[src/rtl/piso_tx_8bit.sv]
// Parallel-in, serial-out transmitter: accepts a word on a valid/ready handshake
// and shifts it out LSB first, one bit per clock, with gapless back-to-back words.
module piso_tx_8bit #(
  parameter int   WIDTH    = 8,
  parameter logic IDLE_LVL = 1'b0
) (
  input  logic             clk,
  input  logic             rs_n,
  input  logic             load,
  input  logic [WIDTH-1:0] din,
  output logic             din_ready,
  output logic             sout,
  output logic             sout_en,
  output logic             done
);

  localparam int            CW   = (WIDTH > 1) ? $clog2(WIDTH) : 1;
  localparam logic [CW-1:0] LAST = CW'(WIDTH - 1);

  typedef enum logic {
    IDLE  = 1'b0,
    SHIFT = 1'b1
  } state_t;

  state_t           state_r;
  state_t           state_s;
  logic [WIDTH-1:0] sh_r;
  logic [WIDTH-1:0] sh_s;
  logic [CW-1:0]    cnt_r;
  logic [CW-1:0]    cnt_s;
  logic             last_s;

  assign last_s = (state_r == SHIFT) && (cnt_r == LAST);

  // State, shift register and bit counter; reset aborts any frame in progress.
  always_ff @(posedge clk or negedge rs_n) begin
    if (!rs_n) begin
      state_r <= IDLE;
      sh_r    <= {WIDTH{1'b0}};
      cnt_r   <= {CW{1'b0}};
    end else begin
      state_r <= state_s;
      sh_r    <= sh_s;
      cnt_r   <= cnt_s;
    end
  end

  // Next-state logic: load on acceptance, otherwise shift right filling the MSB with 0.
  always_comb begin
    state_s = state_r;
    sh_s    = sh_r;
    cnt_s   = cnt_r;
    case (state_r)
      IDLE: begin
        if (load) begin
          state_s = SHIFT;
          sh_s    = din;
          cnt_s   = {CW{1'b0}};
        end else begin
          state_s = IDLE;
        end
      end
      SHIFT: begin
        if (cnt_r == LAST) begin
          // Last bit on the wire: a pending word follows with no idle cycle.
          if (load) begin
            state_s = SHIFT;
            sh_s    = din;
            cnt_s   = {CW{1'b0}};
          end else begin
            state_s = IDLE;
            sh_s    = {WIDTH{1'b0}};
            cnt_s   = {CW{1'b0}};
          end
        end else begin
          sh_s  = {1'b0, sh_r[WIDTH-1:1]};
          cnt_s = cnt_r + CW'(1);
        end
      end
      default: begin
        state_s = IDLE;
        sh_s    = {WIDTH{1'b0}};
        cnt_s   = {CW{1'b0}};
      end
    endcase
  end

  // Output decode straight from the registered state so all outputs move only after clock edges.
  always_comb begin
    din_ready = 1'b1;
    sout      = IDLE_LVL;
    sout_en   = 1'b0;
    done      = 1'b0;
    if (state_r == SHIFT) begin
      din_ready = last_s;
      sout      = sh_r[0];
      sout_en   = 1'b1;
      done      = last_s;
    end else begin
      din_ready = 1'b1;
    end
  end

endmodule

[config.mk]
export PLATFORM = sky130hd
export DESIGN_NAME = piso_tx_8bit
export DESIGN_NICKNAME = d
export VERILOG_FILES = /design/src/rtl/piso_tx_8bit.sv
export SDC_FILE = /design/constraint.sdc
export NUM_CORES = 1
export LEC_CHECK = 0
export CAP_MARGIN = 20
export CORE_MARGIN = 2
export CORE_UTILIZATION = 52
export DETAILED_ROUTE_END_ITERATION = 7
export PLACE_DENSITY = 0.81
export SLEW_MARGIN = 30
export SYNTH_ARGS = -nofsm -noshare
export SYNTH_HDL_FRONTEND = slang
export SYNTH_SLANG_ARGS = --single-unit
[constraint.sdc]
create_clock -name clk -period 2.9 [get_ports clk]
set_clock_uncertainty 0.2 [all_clocks]
set_input_delay 0.58 -clock clk [delete_from_list [all_inputs] [get_ports clk]]
set_output_delay 0.58 -clock clk [all_outputs]
set_load 0.01 [all_outputs]
==> Word level (Yosys, flattened, before mapping) <==
Cells that the tools add are included.
{ "word_totals": {"ff_bits": 12, "input_bits": 11, "word_cells": 22} }
{ "op_classes": {"addsub": 1, "eq_ne": 2, "n_mux": 14, "n_bitwise": 1, "reduce_logical": 1} }
{ "ops": {"columns": ["operator", "n"], "rows": [
  ["8-bit two-way mux", 3],
  ["8-bit case mux with 2 select lines", 1],
  ["1-bit two-way mux", 6],
  ["3-bit two-way mux", 2],
  ["3-bit case mux with 2 select lines", 1],
  ["3-bit by 1-bit adder with 3-bit output, second input constant", 1],
  ["3-bit equality test, second input constant", 1],
  ["2-bit != test, second input constant", 1],
  ["1-bit case mux with 2 select lines", 1],
  ["1-bit logical AND", 1],
  ["1-bit NOT", 1]
]} }

==> Longest topological paths before layout <==
{ "logic_depth": {"depth_word": 3, "ltp_mapped": 6, "depth_no_buf": 4} }

==> Worst setup path after synthesis <==
OpenSTA, ideal clock, no wires.
{ "synth_timing": {"path_kind": "register -> output", "from": "register cnt_r[0]", "to": "output port done", "arrival_time_ns": 1.068, "required_time_ns": 2.120, "slack_ns": 1.052, "path_stages_with_launch": 5, "n_path_buf": 1, "path_cell_list": "dfrtp_1 ha_1 ha_1 buf_6 and2_1"} }
{ "synth_between": {"elab_chain_len": 3} }
{ "synth_rtl": {"columns": ["element", "line", "source"], "rows": [
  ["start: declaration", "29", "logic [CW-1:0] cnt_r;"],
  ["start signal: assignment", "40", "cnt_r <= {CW{1'b0}};"],
  ["start signal: assignment", "44", "cnt_r <= cnt_s;"],
  ["3-bit equality test", "33", "assign last_s = (state_r == SHIFT) && (cnt_r == LAST);"],
  ["1-bit logical AND", "33", null],
  ["1-bit two-way mux", "94", "if (state_r == SHIFT) begin"],
  ["end: declaration", "14", "output logic done"]
]} }
No other way between the ends.

==> Worst setup path in the final report <==
Ends and elaborated chain as after synthesis.

==> impl_metrics.json <==
{
  "cpMaxStageDelayCell": "clkdlybuf4s50_1",
  "synth-compound-area-share_pct": 18.7,
  "wl_per_cell_um": 13.6,
  "cts_resized": 0,
  "max-slew-margin-rel_pct": 49.6,
  "rows": 13,
  "grt_pass1_wl_mm": 2.04,
  "internal-power_uw": 494,
  "tightest_slew_ps": 753,
  "ir_worst_vdd_uv": 443,
  "hp-start": "cnt_r[0]",
  "synth-simple-area-share_pct": 12.4,
  "avgSynthCellArea_um2": 11.7,
  "drv_slew": 0,
  "grt_max_degree": 17,
  "drcViolationCount": 0,
  "syn_nets": 75,
  "yosysWarnings": 0,
  "finalHoldViolCount": 0,
  "crit_chain": "ha_1 > ha_1 > and2_1 > clkdlybuf4s50_1",
  "layout.nets": 92,
  "fin_cells": 92,
  "die_w_um": 41.1,
  "r2r_start": "cnt_r[0]",
  "power_frac_clock_pct": 17.7,
  "syn_to_final_growth_pct": 23.6,
  "syn_inst": 61,
  "die_y_um": 41.1,
  "path_buf_inv": 1,
  "dieArea_mm2": 0.00169,
  "powerDensity_mw_per_mm2": 851,
  "p_leak_nw": 0.384,
  "hpwl_um": 931,
  "clock_latency_ps": 270,
  "startpoint": "cnt_r[0]",
  "post-place-cells": 88,
  "seq_power_share_pct": 37.6,
  "num_antenna_cells": 0,
  "yosysUniqueCellTypes": 15,
  "grt_antenna_before_repair": 0,
  "p_sw_share_pct": 34.4,
  "groute.usage.overall_pct": 19.3,
  "overflow": 0,
  "hp-class": "reg2reg",
  "cts_tree": "yes",
  "ctsHoldBuffers": 0,
  "cap_violations": 0,
  "fin_crit_sh_pct": 90.7,
  "grt_pass1_vias": 484,
  "crit_type": "reg2out",
  "drt-total-wl_mm": 1.26,
  "synth.area.mux_share_pct": 11.2,
  "combPwrFrac_pct": 44.7,
  "synthAdderAreaFrac_pct": 5.24,
  "whs_ps": 317,
  "io_pins": 15,
  "cp_slowest_stage_delay_ps": 530,
  "cp_max_fo": 9,
  "clk_pin_slew_ps": 80,
  "cp-end-kind": "primary output",
  "ys_seq_area_share_pct": 42.0,
  "fin_crit_ps": 2630,
  "synth_top_area_cell": "dfrtp_1",
  "max_freq_ghz": 0.380,
  "rrSetupSlack_ps": 1270,
  "cp-start-kind": "flop",
  "min_path_cells": 1,
  "p_sw_uw": 259,
  "start_util_pct": 55.0,
  "rsz0062_at_grt": "false",
  "numCtsBuffers": 3,
  "synth_top_family_by_area": "compound AO/OA/AOI/OAI gates",
  "syn_area_um2": 716,
  "num_vias": 516,
  "drive_gt1_share_pct": 19.5,
  "root_buffer": "clkbuf_4",
  "ant_nets": 0,
  "clock-sinks": 12,
  "core_area_mm2": 0.00130,
  "synth.area.top_cells": "dfrtp_1, o221ai_2, mux2i_1, nand3_1, ha_1",
  "finalSetupViolations": 0,
  "cp.depth": 4,
  "mostFrequentLayoutCell": "clkdlybuf4s50_1",
  "crit_required_ps": 2120,
  "worst_r2r_path_depth": 4,
  "port_buffers": 14,
  "status": "completed",
  "gp_congestion": 0.676,
  "htree_levels": 1,
  "cts_setup_buffers": 0,
  "ys_ff_latch": 12,
  "synth_top_area_share_pct": 42.0,
  "layout_common_cells": "clkdlybuf4s50_1, dfrtp_1, mux2i_1, nand3_1",
  "crit_family": "buffers and inverters",
  "viasPerCell": 5.61,
  "cp.arrival_ps": 1850,
  "timing.setup.tns_ps": 0,
  "drtPass1Iterations": 4,
  "dr.first_iter.drc_count": 4,
  "cts_buffer_depth": 2,
  "crit_top_cell": "ha_1",
  "synth_xor_area_share_pct": 0
}
-- cell type report --
| class | instances | area (µm²) |
|---|---|---|
| multi-input cells | 37 | 340 |
| well taps | 15 | 18.8 |
| repair buffers | 17 | 163 |
| flip-flops and latches | 12 | 300 |
| inverters | 7 | 26.3 |
| clock buffers | 4 | 36.3 |
| fillers | 110 | 417 |
-- sequential cells by signal, summed over array words and instances (netlist names) --
name	count
sh_r	8
cnt_r	3
state_r	1
-- cells in the mapped netlist --
master and number:
dfrtp_1 12, mux2i_1 8, nand3_1 8, inv_1 7, o221ai_2 7, buf_6 3, ha_1 3, nand2b_1 3
a22o_1 2, and2_1 2, buf_4 2, nand2b_4 1, nor2_1 1, o21ai_0 1, o22ai_1 1
-- stage by stage --
stage	setup slack, ps	total power [mW]	cell area (µm²)	utilization (%)
2_1_floorplan	1050	0.546	716	-
5_1_grt	151	0.815	885	68.0
6_report	271	0.753	885	68.0
3_3_place_gp	573	0.615	848	65.2
3_5_place_dp	552	0.629	848	65.2
4_1_cts	250	0.764	885	68.0
-- cell families (layout without fill, tap and decap cells) --
kind of cell,count (synthesis),in the layout
AND/OR/NAND/NOR,15,15
flip-flops,12,12
buffers and inverters,12,28
AO/OA/AOI/OAI,11,11
multiplexers,8,8
adder cells (fa/ha/maj),3,3
-- worst paths after layout --
kind,endpoint
worst max-delay path,done
worst min-delay path,cnt_r[0]
worst max register to register,sh_r[6]
worst min register to register,cnt_r[0]
max in group asynchronous,sh_r[2]
min in group asynchronous,sh_r[5]
-- power by group through the flow --
stage / combinational (mW) / clock, mW / sequential [mW]
after floorplan: 0.271 / 0 / 0.275
after global placement: 0.333 / 0 / 0.282
after detailed placement: 0.341 / 0 / 0.288
after CTS: 0.345 / 0.136 / 0.284
after global routing: 0.379 / 0.142 / 0.294
final: 0.336 / 0.133 / 0.283
-- per-layer routing --
metal / share of wire, % / GRT usage [%] / up-vias
li1: - / - / 253
met1: 47 / 23.6 / 251
met2: 49 / 32.4 / 10
met3: 3.6 / 3.26 / 2
met4: 0.88 / 9.68 / 0
met5: 0 / 0 / -
(Power assumes the default switching activity.)
